`src/rtl/wbc_timeout.sv`:
```
// Wishbone classic watchdog: registers each request toward the slave and aborts with a bus error
// if no ack/err arrives within TIMEOUT cycles. Define WBC_TIMEOUT_COUNT_EN to add the o_nfaults abort counter.
module wbc_timeout #(
  parameter int unsigned AW      = 12,
  parameter int unsigned DW      = 32,
  parameter int unsigned TIMEOUT = 16
) (
  input  logic            i_clk,
  input  logic            i_reset,
  input  logic            i_scyc,
  input  logic            i_sstb,
  input  logic            i_swe,
  input  logic [AW-1:0]   i_saddr,
  input  logic [DW-1:0]   i_sdata,
  input  logic [DW/8-1:0] i_ssel,
  input  logic [2:0]      i_scti,
  input  logic [1:0]      i_sbte,
  output logic            o_sack,
  output logic            o_serr,
  output logic [DW-1:0]   o_sdata,
  output logic            o_mcyc,
  output logic            o_mstb,
  output logic            o_mwe,
  output logic [AW-1:0]   o_maddr,
  output logic [DW-1:0]   o_mdata,
  output logic [DW/8-1:0] o_msel,
  output logic [2:0]      o_mcti,
  output logic [1:0]      o_mbte,
  input  logic            i_mack,
  input  logic            i_merr,
  input  logic [DW-1:0]   i_mdata,
  output logic            o_timeout
`ifdef WBC_TIMEOUT_COUNT_EN
  ,
  output logic [15:0]     o_nfaults
`endif
);

  localparam int unsigned LGTO = $clog2(TIMEOUT + 1);
  localparam logic [LGTO-1:0] LAST = LGTO'(TIMEOUT - 1);

  typedef enum logic {S_IDLE, S_BUSY} state_t;

  state_t          r_state;
  logic [LGTO-1:0] r_cnt;
  logic            w_start;
  logic            w_expire;

  // The response guard keeps the strobe that overlaps our ack/err from starting a second cycle.
  assign w_start  = i_scyc && i_sstb && !o_sack && !o_serr;
  assign w_expire = (r_state == S_BUSY) && i_scyc && i_sstb && !i_merr && !i_mack && (r_cnt == LAST);

  always_ff @(posedge i_clk or posedge i_reset) begin
    if (i_reset) begin
      r_state   <= S_IDLE;
      r_cnt     <= '0;
      o_mcyc    <= 1'b0;
      o_mstb    <= 1'b0;
      o_sack    <= 1'b0;
      o_serr    <= 1'b0;
      o_timeout <= 1'b0;
      o_sdata   <= '0;
      o_mwe     <= 1'b0;
      o_maddr   <= '0;
      o_mdata   <= '0;
      o_msel    <= '0;
      o_mcti    <= '0;
      o_mbte    <= '0;
    end else begin
      o_sack    <= 1'b0;
      o_serr    <= 1'b0;
      o_timeout <= 1'b0;
      case (r_state)
        S_IDLE: begin
          if (w_start) begin
            o_mwe   <= i_swe;
            o_maddr <= i_saddr;
            o_mdata <= i_sdata;
            o_msel  <= i_ssel;
            o_mcti  <= i_scti;
            o_mbte  <= i_sbte;
            o_mcyc  <= 1'b1;
            o_mstb  <= 1'b1;
            r_cnt   <= '0;
            r_state <= S_BUSY;
          end
        end
        S_BUSY: begin
          if (!i_scyc || !i_sstb) begin
            o_mcyc  <= 1'b0;
            o_mstb  <= 1'b0;
            r_state <= S_IDLE;
          end else if (i_merr) begin
            o_serr  <= 1'b1;
            o_mcyc  <= 1'b0;
            o_mstb  <= 1'b0;
            r_state <= S_IDLE;
          end else if (i_mack) begin
            o_sack  <= 1'b1;
            o_sdata <= i_mdata;
            o_mcyc  <= 1'b0;
            o_mstb  <= 1'b0;
            r_state <= S_IDLE;
          end else if (r_cnt == LAST) begin
            o_serr    <= 1'b1;
            o_timeout <= 1'b1;
            o_mcyc    <= 1'b0;
            o_mstb    <= 1'b0;
            r_state   <= S_IDLE;
          end else begin
            r_cnt <= r_cnt + LGTO'(1);
          end
        end
        default: begin
          o_mcyc  <= 1'b0;
          o_mstb  <= 1'b0;
          r_state <= S_IDLE;
        end
      endcase
    end
  end

`ifdef WBC_TIMEOUT_COUNT_EN
  // Counts watchdog aborts only, coincident with the o_timeout pulse; sticks at all-ones.
  always_ff @(posedge i_clk or posedge i_reset) begin
    if (i_reset) begin
      o_nfaults <= 16'h0000;
    end else if (w_expire && (o_nfaults != 16'hFFFF)) begin
      o_nfaults <= o_nfaults + 16'h0001;
    end
  end
`endif

endmodule

```
`config.mk`:
```
export PLATFORM = sky130hd
export DESIGN_NAME = wbc_timeout
export DESIGN_NICKNAME = d
export VERILOG_FILES = /design/src/rtl/wbc_timeout.sv
export SDC_FILE = /design/constraint.sdc
export NUM_CORES = 1
export LEC_CHECK = 0
export BUFFER_PORTS_ARGS = -buffer_cell sky130_fd_sc_hd__buf_2
export CAP_MARGIN = 10
export CORE_MARGIN = 3
export CORE_UTILIZATION = 46
export DETAILED_ROUTE_END_ITERATION = 7
export PLACE_DENSITY = 0.8
export SETUP_SLACK_MARGIN = 0.1
export SYNTH_ARGS = -nofsm -noshare
export SYNTH_HDL_FRONTEND = slang
export SYNTH_SLANG_ARGS = --single-unit
```
`constraint.sdc`:
```
create_clock -name i_clk -period 3.45 [get_ports i_clk]
set_clock_uncertainty 0.2 [all_clocks]
set_input_delay 0.1725 -clock i_clk [delete_from_list [all_inputs] [get_ports i_clk]]
set_output_delay 0.1725 -clock i_clk [all_outputs]
set_load 0.005 [all_outputs]
```
**Word-level counts from Yosys, hierarchy flattened**

Index checks and enable logic that the tools add are counted.

- Register bits: 96
- Bits of input ports: 92
- Logic and storage cells: 66

- $add $sub $neg: 1
- Equality and inequality tests: 7
- Muxes and demuxes: 30
- Bitwise gates (word level): 3
- Reductions and logical operators: 12

Operators by type and width:

| kind | count |
|---|---|
| 5-bit 2-to-1 mux | 5 |
| 1-bit 2-to-1 mux | 22 |
| 2-bit inequality test, second input constant | 5 |
| 5-bit case mux with 2 select lines | 1 |
| 5-bit by 1-bit adder with 5-bit output, second input constant | 1 |
| 5-bit by 4-bit equality test with 1-bit output, second input constant | 1 |
| 5-bit by 3-bit inequality test with 1-bit output, second input constant | 1 |
| 5-bit AND reduction | 1 |
| 1-bit zero test | 4 |
| 1-bit case mux with 2 select lines | 2 |
| 2-bit AND reduction | 2 |
| 4-bit AND reduction | 1 |
| 1-bit logical AND | 3 |
| 1-bit inverter | 3 |
| 1-bit logical OR | 1 |

**Depth between registers and ports, before layout**

Gate-level depths: netlist (run 1).

- Depth after elaboration: 6
- Mapped depth: 7
- Mapped depth without buffers: 6

**Least setup slack after synthesis (run 1)**

No wires, ideal clock.

- Path type: register -> register
- From: reg r_state
- To: reg o_mdata[0]
- Arrival: 1.623 ns
- Slack: 1.502 ns
- Stages on the path, launching flop included: 6
- Buffers on the path: 3
- Clock period less this slack: 1.948 ns
- Cells stage by stage: dfrtp_1 -> or4_1 -> clkbuf_1 -> buf_6 -> buf_6 -> mux2_4

- Cells in the longest elaborated chain, start to end: 2

Ends and longest elaborated chain:

| item | line | source |
|---|---|---|
| start, declared | 44 | `state_t r_state;` |
| start signal, assigned | 55 | `r_state <= S_IDLE;` |
| start signal, assigned | 85 | `r_state <= S_BUSY;` |
| start signal, assigned | 92 | `r_state <= S_IDLE;` |
| 1-bit inverter (no source line) | - |  |
| 2-bit AND reduction (no source line) | - |  |
| end signal, assigned | 78 | `o_mdata <= i_sdata;` |
| end, declared | 25 | `output logic [DW-1:0] o_mdata,` |

Every way passes these cells.
A chain may end at the register's enable or synchronous reset.

**Worst setup path in the final report (run 1)**

- From: reg r_cnt[0]
- To: reg o_mstb

- Cells in the longest elaborated chain, start to end: 3

Ends and longest elaborated chain:

| item | line | source |
|---|---|---|
| start, declared | 45 | `logic [LGTO-1:0] r_cnt;` |
| start signal, assigned | 111 | `r_cnt <= r_cnt + LGTO'(1);` |
| 5-bit by 4-bit equality test with 1-bit output | 104 | `end else if (r_cnt == LAST) begin` |
| 5-bit by 3-bit inequality test with 1-bit output (no source line) | - |  |
| 2-bit AND reduction (no source line) | - |  |
| end signal, assigned | 102 | `o_mstb <= 1'b0;` |
| end signal, assigned | 108 | `o_mstb <= 1'b0;` |
| end signal, assigned | 116 | `o_mstb <= 1'b0;` |
| end, declared | 22 | `output logic o_mstb,` |

Every way passes these cells.

==> results of run 1 <==
-- flip-flops by register name, summed over array words and instances, names as in the netlist --
register,count
r_cnt,5
o_serr,1
o_mstb,1
o_mdata,32
o_maddr,12
o_sack,1
o_mcti,3
o_timeout,1
o_sdata,32
r_state,1
o_mbte,2
o_mwe,1
o_msel,4
-- layer usage --
| layer | vias to the layer above | track usage | wire [µm] |
|---|---|---|---|
| li1 | 1350 | - | - |
| met1 | 1388 | 0.250 | 3930 |
| met2 | 141 | 0.364 | 4940 |
| met3 | 15 | 0.0571 | 845 |
| met4 | 0 | 0.0972 | 197 |
| met5 | - | 0 | 0 |
-- tightest hold or removal path: cells and delay by family --
family	cells	cell delay (ns)
buffers and inverters	3	0.92
-- synth_stat cells (2+ instances only) --
library cell and count:
nand3_1 4, buf_6 3, mux2_4 16, ha_1 2
clkbuf_1 2, buf_2 6, mux2_2 70, nor2b_1 2
a31oi_1 2, nand2_1 6, inv_1 4, dfrtp_1 96
-- through the flow --
stage          setup slack (ns)  total power, µW  area, µm²  utilization
6_report                   1.05             2740       5790        0.746
5_1_grt                   0.911             2890       5790        0.746
4_1_cts                    1.08             2750       5790        0.746
3_5_place_dp               1.22             2020       4690        0.604
3_3_place_gp               1.25             1990       4690        0.604
2_1_floorplan             0.572             1710       3710            -
-- final cells by class --
class                           instances  area, µm²
Clock buffer                            9        124
Clock inverter                          6       45.0
Fill cell                             489       1970
Inverter                                4       17.5
Multi-Input combinational cell        115       1210
Sequential cell                        96       2400
Tap cell                              102        128
Timing Repair Buffer                  278       1860
-- final timing paths --
| kind | start | to |
|---|---|---|
| setup / recovery | r_cnt[0] | o_mstb |
| max in group asynchronous | i_reset | o_mdata[23] |
| min in group i_clk | i_sstb | r_cnt[1] |
| hold reg to reg | r_cnt[3] | r_cnt[3] |
| hold / removal | i_reset | o_mdata[29] |
| setup reg to reg | r_cnt[0] | o_mstb |
-- cell families after synthesis --
kind of cell    Yosys count  synth area share
flops                    96             0.648
buf+inv                  16            0.0253
mux                      86             0.277
compound gates            8            0.0155
fa+ha+maj                 2           0.00675
simple gates             19            0.0273
-- power by group through the flow --
stage | Combinational [µW] | Clock (µW) | Sequential, µW
after floorplan | 249 | 0 | 1460
after global placement | 552 | 0 | 1440
after detailed placement | 573 | 0 | 1450
after CTS | 655 | 670 | 1430
after global routing | 718 | 718 | 1460
final | 660 | 647 | 1430
==> results.json, run 1 <==
{
  "die_x_um": 95.8,
  "p_leak_uw": 0.00299,
  "async_reset_ff_frac": 1.00,
  "grt_max_degree": 59,
  "synth_edf_count": 0,
  "final_cell_mix": "buf_2, dfrtp_1, dlygate4sd3_1, mux2_2, mux2_4",
  "drive_above_1_share": 0.569,
  "critPathRequiredTime_ns": 3.53,
  "grt_pass1_vias": 3037,
  "min_period_over_period": 0.697,
  "path_buf_inv": 1,
  "crit_fanout": 5,
  "place.gp.congestion": 0.791,
  "start_util": 0.477,
  "critPathSlowestCell": "dlygate4sd3_1",
  "worst-path-stages": 7,
  "clk_path_buf_depth": 2,
  "worstPathArrival_ns": 2.49,
  "peakVddDrop_mv": 0.238,
  "synth_cells": 227,
  "clkTransAtPathRegs_ns": 0.09,
  "row_count": 32,
  "tightestPinTransition_ns": 0.807,
  "period_minus_slack_ns": 2.40,
  "hold_class": "in2async",
  "slowest_delay_ns": 0.61,
  "p_seq_frac": 0.523,
  "swShare": 0.271,
  "yosysTopAreaCell": "dfrtp_1",
  "ctsHtreeMaxLevel": 3,
  "drt-pass1-iter-count": 4,
  "drv_slew": 0,
  "start_kind": "flip-flop",
  "path_cells": "ha_1, and3_1, ha_1, o41ai_1, dlygate4sd3_1, nand2_1, nand2_1",
  "yosysTopAreaCellShare": 0.648,
  "hpwl_um": 6170,
  "cp_top_family": "buffers and inverters",
  "reg2reg_depth": 7,
  "ios": 183,
  "ys_seq_area_frac": 0.648,
  "antenna_cells": 0,
  "power_frac_comb": 0.241,
  "grt_usage": 0.213,
  "setup_tns_ns": 0,
  "fmaxAchievable_ghz": 0.416,
  "netlist_area_um2": 3710,
  "rsz0062_at_grt": "no",
  "powerDensity_nw_per_um2": 473,
  "final_cells": 610,
  "clock_sinks": 96,
  "finalHoldViolCount": 0,
  "finalSetupViolCount": 0,
  "syn-num-nets": 321,
  "endpoint_kind": "flip-flop",
  "final_common_cell": "buf_2",
  "core_area_um2": 7770,
  "maxCapViolCount": 0,
  "max_slew_margin": 0.462,
  "die_h_um": 95.8,
  "status": "finished, final reports clean",
  "cts_setup_buffers": 0,
  "port_buffers": 182,
  "drc": 0,
  "syn2layout_area_growth_pct": 56.2,
  "hold_slack_ns": 0.135,
  "synth_area_per_cell_um2": 16.3,
  "synth.ff_latch_count": 96,
  "setup.worst_path.class": "reg2reg",
  "ys.flop_type": "dfrtp_1",
  "clk_latency_ns": 0.35,
  "via_count": 2894,
  "grt_first_pass_wirelength_um": 14800,
  "drt_iter0_markers": 78,
  "yosysWarningCount": 0,
  "internal-power_uw": 2000,
  "synth.area.top_cells": "dfrtp_1, mux2_2, mux2_4, buf_6, buf_2",
  "tritoncts": "done",
  "die_area_um2": 9180,
  "ctsRootBufferMaster": "clkbuf_8",
  "antenna_found_initial": 0,
  "ant_nets": 0,
  "clkPwrFrac": 0.236,
  "grt_overflow": 0,
  "cts_buffers": 9,
  "switchingPower_uw": 743,
  "wl_per_cell_um": 16.3,
  "yosysUniqueCellTypes": 26,
  "r2r_setup_slack_ns": 1.05,
  "wl_um": 9910,
  "dp_cells": 502,
  "ctsHoldBuffers": 93,
  "via_per_inst": 4.74,
  "cts_resized": 0,
  "nets": 598
}
(Power assumes the default switching activity.)
==> run 2, diff against run 1 <==
==> constraint.sdc (replaced) <==
create_clock -name i_clk -period 2.4 [get_ports i_clk]
set_clock_uncertainty 0.2 [all_clocks]
set_input_delay 0.12 -clock i_clk [delete_from_list [all_inputs] [get_ports i_clk]]
set_output_delay 0.12 -clock i_clk [all_outputs]
set_load 0.005 [all_outputs]
==> run 2 against run 1 <==
Critical path depth is 1 lower; critical path type unchanged; die area stayed put; critical endpoint is now o_timeout; count of clock-buffer cells in the layout rose by 2; sequential share of layout area shrank 0.28 points; highest routed layer unchanged; largest cell class unchanged.
==> results.json, run 2 (synthesis results as in run 1) <==
{
  "cp-endpoint": "o_timeout",
  "grt_first_pass_wirelength_um": 15800,
  "antenna_found_initial": 0,
  "cts_setup_buffers": 0,
  "max_slew_margin": 0.492,
  "met2_usage": 0.405,
  "peakVddDrop_mv": 0.427,
  "worstPathArrival_ns": 2.24,
  "die_x_um": 95.8,
  "ios": 183,
  "via_per_inst": 4.86,
  "r2r_setup_slack_ns": 0.20,
  "ctsHtreeMaxLevel": 3,
  "maxCapViolCount": 0,
  "cts_buffers": 9,
  "drv_slew": 0,
  "drc": 0,
  "critPathRequiredTime_ns": 2.44,
  "period_minus_slack_ns": 2.20,
  "port_buffers": 182,
  "powerDensity_nw_per_um2": 702,
  "largestRegisters": "o_mdata x32, o_sdata x32, o_maddr x12",
  "grt_pass1_vias": 3179,
  "endpoint_kind": "flip-flop",
  "drt-pass1-iter-count": 4,
  "dp_cells": 502,
  "drt_iter0_markers": 87,
  "p_leak_uw": 0.00301,
  "via_count": 2965,
  "rsz0062_at_grt": "no",
  "clk_latency_ns": 0.35,
  "finalHoldViolCount": 0,
  "final_cell_mix": "buf_2, dfrtp_1, dlygate4sd3_1, mux2_2, mux2_4",
  "p_total_uw": 4100,
  "r2r-start": "r_cnt[0]",
  "syn2layout_area_growth_pct": 57.3,
  "antenna_cells": 0,
  "core_area_um2": 7770,
  "start_util": 0.477,
  "ctsHoldBuffers": 92,
  "setup_tns_ns": 0,
  "tritoncts": "done",
  "place.gp.congestion": 0.778,
  "fmaxAchievable_ghz": 0.454,
  "tightestPinTransition_ns": 0.762,
  "grtUsageMet1": 0.250,
  "min_period_over_period": 0.917,
  "ant_nets": 0,
  "final_cells": 610,
  "busiest_layer": "met2",
  "nets": 597,
  "startpoint": "r_cnt[0]",
  "clk_path_buf_depth": 2,
  "setup.worst_path.class": "reg2reg",
  "grt_max_degree": 59,
  "row_count": 32,
  "drive_above_1_share": 0.569,
  "finalSetupViolCount": 0,
  "grt_overflow": 0,
  "ctsRootBufferMaster": "clkbuf_8",
  "status": "finished, final reports clean",
  "nFillCells": 464,
  "final_common_cell": "buf_2",
  "grt_use_met3": 0.0743,
  "wl_per_cell_um": 16.9,
  "placedInstanceArea_um2": 4710,
  "clkTransAtPathRegs_ns": 0.09,
  "fin_area_um2": 5830,
  "hold_class": "in2async",
  "die_h_um": 95.8,
  "wl_um": 10300,
  "crit_fanout": 5,
  "die_area_um2": 9180,
  "worst_r2r_endpoint": "o_timeout",
  "cts_resized": 0,
  "hpwl_um": 6020,
  "start_kind": "flip-flop",
  "clock_sinks": 96,
  "grt_usage": 0.228,
  "reg2reg_depth": 6
}
==> run 2: worst min-delay path by stage <==
stage                from     endpoint  slack [ns]  cells after the start
6_report          i_reset  o_sdata[17]        0.30                      4
5_1_grt        i_sdata[0]   o_mdata[0]        0.30                      3
4_1_cts          r_cnt[3]     r_cnt[3]        0.30                      1
3_5_place_dp      i_reset  o_sdata[17]        0.13                      3
3_3_place_gp      i_reset  o_sdata[10]        0.13                      3
2_1_floorplan      i_scyc       o_serr        0.05                      1
==> run 2: worst max-delay path: stages, from the launching register on <==
cell and delay [ns]:
dfrtp_1 0.43, ha_1 0.24, and3_1 0.19, ha_1 0.22, nor2b_1 0.15, nor2b_1 0.12, dlygate4sd3_1 0.54
==> run 2: stage by stage <==
stage / hold WS [ns] / setup slack [ns] / utilization
floorplan: 0.0544 / 0.452 / -
global placement: 0.130 / 0.355 / 0.606
detailed placement: 0.135 / 0.324 / 0.606
CTS: 0.302 / 0.201 / 0.751
global route: 0.303 / 0.142 / 0.751
finish: 0.295 / 0.200 / 0.751
==> run 2: routing by layer <==
metal,wire length [µm],part of all wire
met1,3780,0.37
met2,5330,0.52
met3,941,0.091
met4,255,0.025
met5,0,0
==> run 2: final cells by class <==
class                           instances  area, µm²  share of cell area
Clock buffer                           11        141              0.0242
Clock inverter                          5       63.8              0.0109
Inverter                                4       18.8             0.00322
Multi-Input combinational cell        115       1210               0.208
Sequential cell                        96       2400               0.412
Tap cell                              102        128              0.0219
Timing Repair Buffer                  277       1870               0.320
==> run 2: report_power, final <==
group	switching (µW)	total [µW]	internal (µW)
clock network	551	1070	518
registers	161	2070	1900
logic	364	960	596
total	1080	4100	3020
==> run 3, diff against run 2 <==
==> config.mk (replaced) <==
export PLATFORM = sky130hd
export DESIGN_NAME = wbc_timeout
export DESIGN_NICKNAME = d
export VERILOG_FILES = /design/src/rtl/wbc_timeout.sv
export SDC_FILE = /design/constraint.sdc
export NUM_CORES = 1
export LEC_CHECK = 0
export CAP_MARGIN = 10
export CORE_MARGIN = 3
export CORE_UTILIZATION = 62
export DETAILED_ROUTE_END_ITERATION = 7
export DONT_BUFFER_PORTS = 1
export PLACE_DENSITY = 0.78
export SETUP_SLACK_MARGIN = 0.05
export SYNTH_ARGS = -nofsm -noshare
export SYNTH_HDL_FRONTEND = slang
export SYNTH_SLANG_ARGS = --single-unit
==> run 3 against run 2 <==
Count of clock-buffer cells in the layout decreased by 1; non-clock buffer count decreased by 180; utilization increased by 12 points; total power decreased by 7.9%; critical path depth unchanged; largest power group unchanged; highest routed layer unchanged.
==> results.json, run 3 (synthesis results as in run 1) <==
{
  "status": "finished, final reports clean",
  "hold_class": "in2reg",
  "dr_wl_met3_um": 829,
  "place.gp.congestion": 0.807,
  "powerDensity_nw_per_um2": 769,
  "clk_latency_ns": 0.34,
  "hp-start": "i_merr",
  "largestRegisters": "o_mdata x32, o_sdata x32, o_maddr x12",
  "final_common_cell": "dfrtp_1",
  "die_area_um2": 6950,
  "ios": 183,
  "grt_max_degree": 97,
  "via_per_inst": 5.75,
  "grt_first_pass_wirelength_um": 15200,
  "drt-pass1-iter-count": 4,
  "die_h_um": 83.3,
  "core_area_um2": 5640,
  "swShare": 0.269,
  "clk_path_buf_depth": 2,
  "max_slew_margin": 0.520,
  "grt_usage": 0.290,
  "antenna_found_initial": 0,
  "multiInputGateArea_um2": 1220,
  "ctsRootBufferMaster": "clkbuf_8",
  "grt_overflow": 0,
  "drt_iter0_markers": 98,
  "maxCapViolCount": 0,
  "drc": 0,
  "crit_fanout": 4,
  "fmaxAchievable_ghz": 0.445,
  "port_buffers": 0,
  "p_seq_frac": 0.578,
  "cts_buffers": 9,
  "final_cells": 400,
  "nets": 417,
  "top_layer": "met4",
  "dp_cells": 289,
  "final_cell_mix": "dfrtp_1, dlygate4sd3_1, mux2_2, mux2_4, clkbuf_8",
  "register_area_um2": 2400,
  "endpoint_kind": "flip-flop",
  "wl_met2_um": 5330,
  "wl_um": 9740,
  "die_x_um": 83.3,
  "internal-power_uw": 2760,
  "row_count": 27,
  "drv_slew": 0,
  "period_minus_slack_ns": 2.25,
  "peakVddDrop_mv": 0.524,
  "setup.worst_path.class": "reg2reg",
  "worstPathArrival_ns": 2.28,
  "startpoint": "r_cnt[1]",
  "antenna_cells": 0,
  "setup_tns_ns": 0,
  "syn2layout_area_growth_pct": 32.4,
  "nFillCells": 238,
  "finalSetupViolCount": 0,
  "clock_sinks": 96,
  "wl_met1_um": 3330,
  "rsz0062_at_grt": "no",
  "p_leak_uw": 0.00227,
  "clkPwrFrac": 0.276,
  "power_frac_comb": 0.145,
  "tightestPinTransition_ns": 0.719,
  "critPathRequiredTime_ns": 2.43,
  "tritoncts": "done",
  "wl_per_cell_um": 24.4,
  "ctsHtreeMaxLevel": 3,
  "start_util": 0.657,
  "clkTransAtPathRegs_ns": 0.09,
  "start_kind": "flip-flop",
  "switchingPower_uw": 1020,
  "grt_pass1_vias": 2655,
  "r2r-start": "r_cnt[1]",
  "min_period_over_period": 0.936,
  "ant_nets": 0,
  "hpwl_um": 5580,
  "finalHoldViolCount": 0,
  "via_count": 2301,
  "drive_above_1_share": 0.332
}
==> run 3: path summary, 6_finish.rpt <==
kind,end,slack (ns),depth (start not counted)
max in group asynchronous,o_sdata[0],1.45,3
hold / removal,r_cnt[1],0.02,4
hold reg to reg,r_cnt[3],0.30,1
setup / recovery,o_serr,0.15,6
setup reg to reg,o_serr,0.15,6
min in group asynchronous,o_maddr[2],0.19,3
==> run 3: critical path, stage by stage (launching register included) <==
cell	delay, ns
dfrtp_1	0.41
ha_2	0.20
and3_1	0.18
ha_1	0.21
nor2b_1	0.15
o2111a_1	0.23
dlygate4sd3_1	0.55
==> run 3: repair_timing <==
item                       4_1_cts  5_1_grt
setup endpoints to repair        0        1
hold buffers                    93        0
resized for setup                0        1
hold endpoints to repair       191        0
setup buffers                    0        2
==> run 3: metrics by stage <==
stage	power [µW]	setup slack, ns	utilization	hold WS [ns]	instance area [µm²]
final	3770	0.155	0.870	0.0175	4910
after global routing	3940	0.0788	0.870	0.0505	4910
after CTS	3740	0.0852	0.867	0.00514	4890
after detailed placement	2600	0.260	0.667	-0.0226	3760
after global placement	2550	0.323	0.667	-0.0417	3760
after floorplan	2460	0.452	-	0.0544	3710
==> run 3: metal layers <==
layer,track usage,vias to the layer above
met1,0.293,1156
met4,0.126,0
met5,0,-
li1,-,990
met2,0.534,133
met3,0.100,22
==> run 3: cell type report <==
| cell class | count | share of cell area |
|---|---|---|
| multi-input combinational | 115 | 0.248 |
| clock inverter | 6 | 0.0138 |
| timing repair buffer | 97 | 0.201 |
| clock buffer | 10 | 0.0260 |
| sequential | 96 | 0.489 |
| inverter | 4 | 0.00382 |
| tap | 72 | 0.0184 |
==> run 3: power by group through the flow <==
stage | combinational [µW] | clock [µW] | sequential (µW)
2_1_floorplan | 358 | 0 | 2100
3_3_place_gp | 371 | 0 | 2180
3_5_place_dp | 404 | 0 | 2190
4_1_cts | 529 | 1050 | 2160
5_1_grt | 594 | 1130 | 2210
6_report | 548 | 1040 | 2180
